## src/rtl/pipeline_hazard_controller.sv

```systemverilog
// XM23 hazard/control unit: 3-entry scoreboard (EX/MEM/WB), RAW and load-use stalls, data-memory handshake with timeout.
// Build option: PIPE_FORWARD_EN adds fwd_sel_a/fwd_sel_b and restricts RAW stalls to load-use.

module pipeline_hazard_controller #(
  parameter  int NUM_REGS    = 8,
  parameter  int MEM_TIMEOUT = 15,
  parameter  int STALL_W     = 8,
  localparam int DW          = $clog2(NUM_REGS)
) (
  input  logic               clk,
  input  logic               rst,
  input  logic               dec_valid,
  input  logic [DW-1:0]      dec_src_a,
  input  logic               dec_src_a_used,
  input  logic [DW-1:0]      dec_src_b,
  input  logic               dec_src_b_used,
  input  logic [DW-1:0]      dec_dst,
  input  logic               dec_dst_wr,
  input  logic               dec_is_mem,
  input  logic               dec_is_load,
  input  logic [15:0]        ex_result,
  input  logic [15:0]        ex_psw,
  input  logic [15:0]        ex_psw_mask,
  output logic               mem_req,
  input  logic               mem_ack,
  input  logic [15:0]        mem_rdata,
  output logic [STALL_W-1:0] stall_out,
  output logic               reg_write_enable,
  output logic [DW:0]        reg_write_select,
  output logic [15:0]        reg_write_value,
  output logic [15:0]        psw_mask_o,
  output logic [15:0]        psw_o,
`ifdef PIPE_FORWARD_EN
  output logic [1:0]         fwd_sel_a,
  output logic [1:0]         fwd_sel_b,
`endif
  output logic               fault
);

  localparam int CW = $clog2(MEM_TIMEOUT + 1);

  typedef struct packed {
    logic          valid;
    logic [DW-1:0] dst;
    logic          dst_wr;
    logic          is_mem;
    logic          is_load;
  } tag_t;

  typedef enum logic [1:0] {IDLE, REQ, WAIT, ERR} mem_st_t;

  tag_t [2:0]  sb;
  logic [15:0] data1, data2;  // entry0 has no data yet: the ALU is still producing it
  tag_t        dec_tag;
  mem_st_t     state_q, state_d, cur_st;
  logic [CW-1:0] cnt_q, cnt_d;
  logic        mem_op1, advance, load_done;
  logic        raw_hit, lu_hit, st_raw;
  logic        unused_tag;

  assign dec_tag = '{valid: 1'b1, dst: dec_dst, dst_wr: dec_dst_wr,
                     is_mem: dec_is_mem, is_load: dec_is_load};
  assign unused_tag = ^{sb[2].is_mem, sb[2].is_load};

  // REQ is never registered: an idle FSM with a mem op in entry1 is already requesting
  assign mem_op1   = sb[1].valid && sb[1].is_mem;
  assign cur_st    = (state_q == IDLE && mem_op1) ? REQ : state_q;
  assign mem_req   = (cur_st == REQ) || (cur_st == WAIT);
  assign advance   = !(mem_op1 && !mem_ack && state_q != ERR);
  assign load_done = mem_req && mem_ack && sb[1].is_load;

  always_comb begin
    state_d = state_q;
    cnt_d   = cnt_q;
    case (cur_st)
      IDLE: cnt_d = '0;
      REQ: begin
        cnt_d   = '0;
        state_d = mem_ack ? IDLE : WAIT;
      end
      WAIT: begin
        if (mem_ack) begin
          state_d = IDLE;
          cnt_d   = '0;
        end else begin
          cnt_d = cnt_q + CW'(1);
          if (cnt_q == CW'(MEM_TIMEOUT - 1)) state_d = ERR;
        end
      end
      ERR: begin
        state_d = IDLE;
        cnt_d   = '0;
      end
      default: state_d = IDLE;
    endcase
  end

  // Hazards only matter for an instruction actually waiting in decode
  always_comb begin
    raw_hit = 1'b0;
    lu_hit  = 1'b0;
    for (int k = 0; k < 3; k++) begin
      if (dec_valid && sb[k].valid && sb[k].dst_wr &&
          ((dec_src_a_used && sb[k].dst == dec_src_a) ||
           (dec_src_b_used && sb[k].dst == dec_src_b))) begin
        raw_hit = 1'b1;
        if (k == 0 && sb[k].is_load) lu_hit = 1'b1;
      end
    end
  end

`ifdef PIPE_FORWARD_EN
  assign st_raw = lu_hit;
`else
  assign st_raw = raw_hit;
`endif

  assign stall_out = STALL_W'({state_q == ERR, !advance, lu_hit, st_raw});

  always_ff @(posedge clk) begin
    if (rst) begin
      sb      <= '0;
      data1   <= '0;
      data2   <= '0;
      state_q <= IDLE;
      cnt_q   <= '0;
      fault   <= 1'b0;
    end else begin
      state_q <= state_d;
      cnt_q   <= cnt_d;
      if (state_q == ERR) fault <= 1'b1;
      if (advance) begin
        sb[2] <= sb[1];
        data2 <= load_done ? mem_rdata : (state_q == ERR ? 16'h0000 : data1);
        sb[1] <= sb[0];
        data1 <= ex_result;
        sb[0] <= (dec_valid && !st_raw) ? dec_tag : '0;
      end
    end
  end

  assign reg_write_enable = advance && sb[2].valid && sb[2].dst_wr;
  assign reg_write_select = {1'b0, sb[2].dst};
  assign reg_write_value  = data2;
  assign psw_mask_o       = (advance && sb[0].valid) ? ex_psw_mask : 16'h0000;
  assign psw_o            = ex_psw;

`ifdef PIPE_FORWARD_EN
  // Operand sources of the EX-stage instruction, checked against the older entries
  logic [DW-1:0] e0_src_a, e0_src_b;
  logic          e0_a_used, e0_b_used;

  always_ff @(posedge clk) begin
    if (rst) begin
      e0_src_a  <= '0;
      e0_src_b  <= '0;
      e0_a_used <= 1'b0;
      e0_b_used <= 1'b0;
    end else if (advance) begin
      e0_src_a  <= dec_src_a;
      e0_src_b  <= dec_src_b;
      e0_a_used <= dec_valid && !st_raw && dec_src_a_used;
      e0_b_used <= dec_valid && !st_raw && dec_src_b_used;
    end
  end

  function automatic logic [1:0] fwd_pick(input logic used, input logic [DW-1:0] src,
                                          input tag_t t1, input tag_t t2);
    if (used && t1.valid && t1.dst_wr && t1.dst == src) return 2'd1;
    if (used && t2.valid && t2.dst_wr && t2.dst == src) return 2'd2;
    return 2'd0;
  endfunction

  assign fwd_sel_a = fwd_pick(e0_a_used, e0_src_a, sb[1], sb[2]);
  assign fwd_sel_b = fwd_pick(e0_b_used, e0_src_b, sb[1], sb[2]);
`endif

endmodule

```

## config.mk

```make
export PLATFORM = sky130hd
export DESIGN_NAME = pipeline_hazard_controller
export DESIGN_NICKNAME = d
export VERILOG_FILES = /design/src/rtl/pipeline_hazard_controller.sv
export SDC_FILE = /design/constraint.sdc
export NUM_CORES = 1
export LEC_CHECK = 0
export BUFFER_PORTS_ARGS = -buffer_cell sky130_fd_sc_hd__buf_2
export CORE_MARGIN = 2
export CORE_UTILIZATION = 45
export DETAILED_ROUTE_END_ITERATION = 6
export GPL_TIMING_DRIVEN = 0
export HOLD_SLACK_MARGIN = 0.12
export PLACE_DENSITY_LB_ADDON = 0.08
export SKIP_LAST_GASP = 1
export SYNTH_ARGS = -nofsm -noshare
export SYNTH_HDL_FRONTEND = slang
export SYNTH_SLANG_ARGS = --single-unit
```

## constraint.sdc

```tcl
create_clock -name clk -period 5.4 [get_ports clk]
set_input_delay 0.27 -clock clk [delete_from_list [all_inputs] [get_ports clk]]
set_output_delay 0.27 -clock clk [all_outputs]
set_load 0.005 [all_outputs]
```

# Yosys cells after proc, flatten, opt, wreduce, memory -nomap -nowiden
# Index checks and enable logic that the tools add are counted.
# Widths: inputs -> output; s select.
# word_totals
out_inout_bits,63
word_cells,85
in_bits,82
reg_bits,58
# classes
eq_ne,13
n_reduce_logical,37
n_addsub,1
mux,16
# ops
op,n
$mux 16,3
$logic_and 1x1->1,25
$eq 3x3->1,6
$mux 2,4
$pmux 4 s2,1
$mux 7,1
$eq 2x2->1 const B,3
$pmux 2 s3,1
$mux 1,5
$add 4x1->4 const B,1
$eq 4x4->1 const B,1
$logic_not 2->1,2
$logic_or 1x1->1,4
$mux 4,1
$logic_not 1->1,3
$ne 3x2->1 const B,1
$reduce_bool 3->1,1
$reduce_or 3->1,1
$eq 2x1->1 const B,1
$ne 2x2->1 const B,1
$reduce_and 2->1,1

# Longest topological paths before layout
# Gate-level depths: netlist (run 1).
# logic_depth
word_depth,10
depth_mapped,8

# Least setup slack after synthesis (run 1)
# Ideal clock, no wire load.
# synth_timing
path_type,register to register
start,register state_q[1]
end,"register data2[0], in the netlist reg_write_value[0]"
slack_ps,3576
path_stages_with_launch,9
path_buffers,2
arrival_ps,1733
setup_ps,91
path_cell_list,dfxtp_1 -> inv_1 -> a31oi_1 -> ha_1 -> and3_1 -> clkbuf_1 -> clkbuf_1 -> nand2_1 -> a311oi_1
# synth_via
elab_chain_len,8
word_cells_on_any_way,13
# synth_lines
element,line,source
start: declaration,55,"mem_st_t state_q, state_d, cur_st;"
start signal: assignment,129,state_q <= state_d;
$logic_not 2->1,67,assign cur_st = (state_q == IDLE && mem_op1) ? REQ : state_q;
$logic_and 1x1->1,67,
$mux 2 *,67,
$eq 2x1->1 / $eq 2x2->1 (equally long branches),68,assign mem_req = (cur_st == REQ) || (cur_st == WAIT);
$logic_or 1x1->1 *,68,
net mem_req,24,"output logic mem_req,"
$logic_and 1x1->1 * (2 in a row),70,assign load_done = mem_req && mem_ack && sb[1].is_load;
$mux 16 *,134,data2 <= load_done ? mem_rdata : (state_q == ERR ? 16'h0000 : data1);
end signal: assignment,134,
end: declaration,53,"logic [15:0] data1, data2;"
# The timed path passes the listed nets; every way through them passes the cells marked *.
# A chain may end at the register's enable or synchronous reset.

# Final worst setup path (run 1)
# layout_timing
start,register sb[13] (netlist bit)
end,"register data2[9], in the netlist reg_write_value[9]"
# layout_via
elab_chain_len,8
word_cells_on_any_way,11
# layout_lines
element,line,source
start: declaration,52,tag_t [2:0] sb;
$logic_and 1x1->1 *,66,assign mem_op1 = sb[1].valid && sb[1].is_mem;
$logic_and 1x1->1,67,
$mux 2,67,
$eq 2x1->1 / $eq 2x2->1 (equally long branches),68,
$logic_or 1x1->1,68,
$logic_and 1x1->1 (2 in a row),70,
$mux 16,134,
# Mark *: on every way between the ends. The rest lies on a longest branch, timed or not.

==> results of run 1 <==
## Yosys cell counts, drive strengths merged
| master | count | area, um2 |
|---|---|---|
| a22o | 6 | 52.55 |
| nand4 | 6 | 37.54 |
| a31oi | 1 | 6.260 |
| dfxtp | 58 | 1161 |
| a41oi | 1 | 8.760 |
| a311oi | 16 | 140.1 |
| or4 | 1 | 7.510 |
| ha | 3 | 37.54 |
| nand2 | 69 | 266.5 |
| a21oi | 29 | 145.1 |
| a2111oi | 1 | 27.53 |
| inv | 4 | 15.01 |
| nor3b | 1 | 7.510 |
| xor2 | 1 | 8.760 |
| nor3 | 2 | 10.01 |
| nand3b | 1 | 20.02 |
| and3 | 19 | 118.9 |
| clkinv | 1 | 5.000 |
| conb | 1 | 3.750 |
| nor2 | 30 | 115.1 |
| xnor2 | 19 | 166.4 |
| a21o | 1 | 7.510 |
| a211o | 1 | 8.760 |
| nand3 | 20 | 100.1 |
| buf | 34 | 246.5 |
| or3 | 1 | 6.260 |
| and2 | 1 | 6.260 |
| clkbuf | 13 | 48.80 |
## registers in the layout (all words and copies together), names as in the netlist
register	count
data1	16
reg_write_value	16
sb	16
cnt_q	4
reg_write_select	3
state_q	2
fault	1
## area by class of cell
cell class              count  area, um2  share of cell area
plain buffers              47      295.3             0.08057
inverters                   5      20.02            0.005463
well taps                  75      93.84             0.02561
diodes                      1      2.502           0.0006828
repair buffers            123      615.6              0.1680
flip-flops and latches     58       1161              0.3168
multi-input cells         235       1324              0.3612
clock buffers              14      152.6             0.04165
## worst register-to-register path: stages, from the launching register on
cell	delay, ns
dfxtp_1	0.41
a31oi_1	0.11
ha_1	0.32
and3_1	0.15
clkbuf_1	0.29
clkbuf_1	0.42
nand2_1	0.11
a311oi_1	0.28
## power by group through the flow
stage	clock (mW)	sequential [mW]	combinational, mW
CTS	0.331	0.456	0.103
global route	0.351	0.458	0.116
global placement	0	0.464	0.102
floorplan	0	0.463	0.0528
finish	0.325	0.456	0.102
detailed placement	0	0.465	0.103
## final timing paths
kind / from / end / slack, ns / depth (start not counted)
worst max-delay path: sb[13]$_SDFFE_PP0N_ / reg_write_value[9]$_SDFFE_PP0N_ / 3.20 / 7
worst min-delay path: dec_dst[0] / sb[3]$_SDFFE_PP0N_ / 0.17 / 2
worst max register to register: sb[13]$_SDFFE_PP0N_ / reg_write_value[9]$_SDFFE_PP0N_ / 3.20 / 7
worst min register to register: data1[7]$_SDFFE_PP0N_ / data1[7]$_SDFFE_PP0N_ / 0.45 / 2
## layer usage
layer / vias to the layer above / part of all wire / track usage
li1: 1412 / - / -
met1: 1243 / 0.43 / 0.2525
met5: - / 0 / 0
met4: 0 / 0.015 / 0.09016
met2: 105 / 0.48 / 0.3718
met3: 13 / 0.077 / 0.05109
## logic make-up (layout without fill, tap and decap cells)
kind of cell | Yosys count | after routing | share of synthesized area
compound gates | 56 | 56 | 0.1424
xor+xnor | 20 | 20 | 0.06289
fa+ha+maj | 3 | 3 | 0.01348
buf+inv | 52 | 189 | 0.1132
flops | 58 | 58 | 0.4169
other cells | 1 | 6 | 0.001346
simple gates | 151 | 151 | 0.2498
==> flow_metrics.py, run 1 <==
metrics = {
    "route": {
        "via_per_inst": 4.970,
        "routedWlPerCell_um": 12.99,
        "vias": 2773,
        "ant_nets": 0,
        "drcViolationCount": 0,
        "first_iter_violations": 100,
        "firstDrtPassIters": 4,
        "wirelength_um": 7246,
    },
    "timing": {
        "relSlewSlack": 0.6304,
        "fmax_ghz": 0.4553,
        "finalSetupTns_ns": 0,
        "tightest_slew_ns": 0.5544,
        "maxSlewViolCount": 0,
        "timing.hold.ws_ns": 0.1665,
        "min_period_over_period": 0.4067,
        "grt_setup_unrepaired": "no",
        "period_minus_slack_ns": 2.196,
        "setup_viol": 0,
        "clock_skew_ns": 0.003832,
        "hold_viol": 0,
        "layout_setup_ws_ns": 3.204,
    },
    "pwr": {
        "switching_share": 0.2313,
        "power.internal_mw": 0.6787,
        "p_per_area_nw_per_um2": 240.9,
        "vdd_drop_max_mv": 0.1513,
        "pwr-share-seq": 0.516,
        "power_frac_clock": 0.368,
        "power_switching_mw": 0.2042,
        "power.total_mw": 0.8829,
        "p_leak_nw": 1.829,
        "combPwrFrac": 0.116,
    },
    "clocking": {
        "clk_root_buffer_cell": "clkbuf_8",
        "cts_resized": 0,
        "clk_latency_ns": 0.32,
        "h-tree-depth": 3,
        "clk_pin_slew_ns": 0.06,
        "clock-sinks": 58,
        "cts_buffers": 9,
        "post_cts_buffers": 0,
        "tritoncts": "done",
        "holdBufCountCts": 0,
        "clockBufferDepth": 2,
    },
    "floorplanning": {
        "fp.dieH_um": 82.67,
        "die_area_um2": 6834,
        "rows": 28,
        "start_util": 0.4676,
        "die_w_um": 82.67,
        "core_um2": 5956,
        "io-pin-count": 145,
    },
    "synth": {
        "syn_area_um2": 2785,
        "postSynthCellCount": 341,
        "synth.distinct_cells": 34,
        "syn_area_per_cell_um2": 8.168,
        "synth_seq_area_share": 0.4169,
        "yosys_warnings": 0,
        "ys_seq_elements": 58,
    },
    "hold_path": {
        "hold_path_class": "input pin to flop",
    },
    "setup_path": {
        "cp-end-kind": "flop",
        "crit_top_cell": "clkbuf_1",
        "cp.required_ns": 5.63,
        "crit_type": "flop to flop",
        "cp_data_arrival_time_ns": 2.42,
        "cp_top_family": "buffers and inverters",
        "crit_fanout": 10,
        "max_stage_delay_ns": 0.42,
        "crit_chain": "a31oi_1 > ha_1 > and3_1 > clkbuf_1 > clkbuf_1 > nand2_1 > a311oi_1",
        "cp_num_buf_inv": 2,
        "critPathSlowestCell": "clkbuf_1",
        "start_kind": "flop",
    },
    "place": {
        "hpwl_um": 5610,
        "place_congestion": 0.8452,
        "dp_worst_setup_slack_ns": 3.169,
        "io_buffers": 123,
        "dp_cells": 543,
        "post_dp_cell_area_um2": 3510,
    },
    "finish": {
        "stdcell_count": 558,
        "fill_cells": 566,
        "area_growth_syn_to_layout_pct": 31.58,
        "finalNetCount": 564,
        "final_common_cell": "buf_2",
        "final_cell_mix": "buf_2, nand2_1, dfxtp_1",
        "fin_area_um2": 3665,
        "layout-drive-gt1-share": 0.3568,
        "fin_util": 0.6153,
    },
    "flow_run": {
        "maxCapViolCount": 0,
    },
    "grt": {
        "antenna_found_initial": 1,
        "grt_max_degree": 11,
        "grt_pass1_wl_um": 11090,
        "gr-total-overflow": 0,
        "grt_pass1_vias": 2491,
        "grt_usage": 0.2144,
    },
    "outcome": {
        "status": "complete, no violations",
    },
}
Power figures use the tool's default switching activity.
==> run 2: changes to the inputs <==
--- a/config.mk
+++ b/config.mk
@@ -5,6 +5,7 @@
 export SDC_FILE = /design/constraint.sdc
 export NUM_CORES = 1
 export LEC_CHECK = 0
+export ABC_AREA = 1
 export BUFFER_PORTS_ARGS = -buffer_cell sky130_fd_sc_hd__buf_2
 export CORE_MARGIN = 2
 export CORE_UTILIZATION = 45
==> constraint.sdc (replaced) <==
create_clock -name clk -period 2.2 [get_ports clk]
set_input_delay 0.11 -clock clk [delete_from_list [all_inputs] [get_ports clk]]
set_output_delay 0.11 -clock clk [all_outputs]
set_load 0.005 [all_outputs]
==> run 2 against run 1 <==
Net effect: synthesized cell count grew 26%; utilization grew 5.8 points; register-to-register slack lost 2.9 ns; non-clock buffer count grew 38; largest cell class is now buffers; critical endpoint is now reg_write_enable; clock-buffer cell count shrank 5; sequential power grew to 2.5 times the previous value; clock power grew to 3.3 times the previous value; flip-flop and latch count is the same.
==> flow_metrics.py, run 2 <==
metrics = {
    "place": {
        "place_congestion": 0.8858,
        "hpwl_um": 5853,
        "io_buffers": 123,
        "dp_worst_setup_slack_ns": 0.3639,
    },
    "floorplanning": {
        "die_w_um": 84.97,
        "rows": 29,
        "die_area_um2": 7220,
        "io-pin-count": 145,
        "start_util": 0.4646,
        "fp.dieH_um": 84.97,
        "core_um2": 6350,
    },
    "finish": {
        "final_common_cell": "buf_2",
        "fin_util": 0.6731,
        "finalNetCount": 691,
        "num_antenna_cells": 0,
        "layout-drive-gt1-share": 0.3033,
        "final_cell_mix": "buf_2, nand2_1, o21ai_0",
        "area_growth_syn_to_layout_pct": 44.87,
    },
    "pwr": {
        "power_switching_mw": 0.7121,
        "p_per_area_nw_per_um2": 632.0,
        "p_leak_nw": 2.212,
        "vdd_drop_max_mv": 0.4011,
        "switching_share": 0.2636,
        "power.internal_mw": 1.989,
        "combPwrFrac": 0.180,
        "pwr-share-seq": 0.428,
        "power_frac_clock": 0.392,
    },
    "synth": {
        "yosys.area_share.simple": 0.1925,
        "ys_seq_elements": 58,
        "synth_largest_area_cell": "dfxtp_1",
        "synthFlopType": "dfxtp_1",
        "synth-edff-count": 0,
        "async_flop_share": 0,
        "synth_compound_area_frac": 0.2188,
        "syn_area_um2": 2950,
        "synth_top_family_by_area": "compound AO/OA/AOI/OAI gates",
        "syn_area_per_cell_um2": 6.877,
        "muxShareOfSynthArea": 0,
        "synthAdderAreaFrac": 0.01272,
        "synthTopCellsByArea": "dfxtp_1, o21ai_0, nand2_1, a21oi_1, buf_4",
        "synth_most_common_cell": "nand2_1",
        "synth.distinct_cells": 28,
        "synth_common_cells": "nand2_1, o21ai_0, dfxtp_1",
        "postSynthCellCount": 429,
        "synth-xor-area-share": 0.005937,
        "synth_seq_area_share": 0.3936,
        "yosys_warnings": 0,
        "synth_top_area_frac": 0.3936,
    },
    "outcome": {
        "status": "complete, no violations",
    },
    "timing": {
        "maxSlewViolCount": 0,
        "tightest_slew_ns": 0.5173,
        "min_period_over_period": 0.8951,
        "relSlewSlack": 0.6551,
        "finalSetupTns_ns": 0,
        "grt_setup_unrepaired": "no",
        "timing.hold.ws_ns": 0.1950,
        "layout_setup_ws_ns": 0.2307,
        "hold_viol": 0,
        "clock_skew_ns": 0.01054,
        "period_minus_slack_ns": 1.969,
        "setup_viol": 0,
        "fmax_ghz": 0.5078,
    },
    "clocking": {
        "clk_root_buffer_cell": "clkbuf_8",
        "clockBufferDepth": 2,
        "h-tree-depth": 3,
        "clk_pin_slew_ns": 0.07,
        "clk_latency_ns": 0.34,
        "cts_resized": 0,
        "cts_buffers": 9,
        "clock-sinks": 58,
        "tritoncts": "done",
        "post_cts_buffers": 0,
    },
    "grt": {
        "grt_use_met1": 0.2742,
        "grt_usage": 0.2330,
        "grt_pass1_vias": 2965,
        "grt_max_degree": 11,
        "grt_use_met3": 0.07782,
        "grt_pass1_wl_um": 13290,
        "antenna_found_initial": 0,
        "gr-total-overflow": 0,
        "grt_util_met2": 0.4077,
        "top_usage_layer": "met2",
    },
    "route": {
        "via_per_inst": 4.802,
        "wirelength_um": 8515,
        "drcViolationCount": 0,
        "firstDrtPassIters": 5,
        "vias": 3299,
        "ant_nets": 0,
        "routedWlPerCell_um": 12.39,
        "first_iter_violations": 209,
    },
    "setup_path": {
        "crit_top_cell": "buf_2",
        "reg2regPathDepth": 8,
        "cp.required_ns": 2.09,
        "crit_fanout": 10,
        "start_kind": "flop",
        "cp_data_arrival_time_ns": 1.86,
        "critPathSlowestCell": "dfxtp_1",
        "reg2reg_slack_ns": 0.28,
        "cp-end-kind": "primary output",
        "crit_chain": "nand2_2 > inv_2 > or2_4 > nor2_4 > buf_6 > buf_2 > nor3_1 > buf_2",
        "max_stage_delay_ns": 0.39,
        "crit_type": "flop to primary output",
    },
    "hold_path": {
        "hold_path_class": "input pin to flop",
        "hold_depth": 4,
    },
    "flow_run": {
        "maxCapViolCount": 0,
    },
}
run 2: cell count changes after synthesis, sizes merged, moves of 2 or more:
| cell | delta |
|---|---|
| clkbuf | -2 |
| and3 | -19 |
| o21ai | +74 |
| a311oi | -16 |
| a22o | -6 |
| xnor2 | -17 |
| nor2 | +22 |
| inv | +50 |
| nand4 | -6 |
| a21oi | +21 |
| or2 | +2 |
| nand3 | -9 |
run 2: area by class of cell:
| cell class | count | area [um2] |
|---|---|---|
| inverters | 54 | 202.7 |
| clock inverters | 6 | 82.58 |
| clock buffers | 9 | 123.9 |
| flip-flops and latches | 58 | 1161 |
| fillers | 586 | 2076 |
| repair buffers | 162 | 1006 |
| plain buffers | 46 | 314.1 |
| multi-input cells | 275 | 1287 |
| well taps | 77 | 96.34 |
run 2: timing repair:
| item | in CTS | in global routing |
|---|---|---|
| endpoints found under the setup margin | 0 | 0 |
| hold buffers | 39 | 0 |
| endpoints found under the hold margin | 39 | 0 |
run 2: power groups by stage:
stage	logic (mW)	registers, mW	clock network (mW)
after global placement	0.418	1.18	0
after detailed placement	0.426	1.18	0
after global routing	0.544	1.16	1.12
after CTS	0.482	1.16	1.07
final	0.487	1.16	1.06
after floorplan	0.252	1.17	0
run 2: layer usage:
layer  routed length (um)  up-vias
li1                     -     1702
met1                 3530     1464
met2                 4254      126
met3                  665        7
met4                   65        0
met5                    0        -
run 2: logic make-up after synthesis:
kind of cell,after synthesis
compound gates,127
xor+xnor,2
fa+ha+maj,3
buf+inv,100
flops,58
other cells,1
simple gates,138
run 2: worst max-delay path: cells and delay by family, from the launching register on:
kind	cells	cell delay (ns)
buffers and inverters	4	0.62
and+or+nand+nor	4	0.50
DFF	1	0.39
run 2: metrics by stage:
step / area, um2 / total power, mW / instances
CTS: 4274 / 2.706 / 687
floorplan: 2965 / 1.425 / 433
finish: 4274 / 2.701 / 687
global route: 4274 / 2.824 / 687
global placement: 3677 / 1.595 / 633
detailed placement: 3677 / 1.604 / 633
run 2: worst paths after layout:
| kind | end | startpoint |
|---|---|---|
| min | reg_write_value[1]$_SDFFE_PP0N_ | rst |
| max | reg_write_enable | state_q[0]$_SDFFE_PP0P_ |
| max reg2reg | reg_write_value[10]$_SDFFE_PP0N_ | state_q[1]$_SDFFE_PP0P_ |
| min reg2reg | data1[3]$_SDFFE_PP0N_ | data1[3]$_SDFFE_PP0N_ |
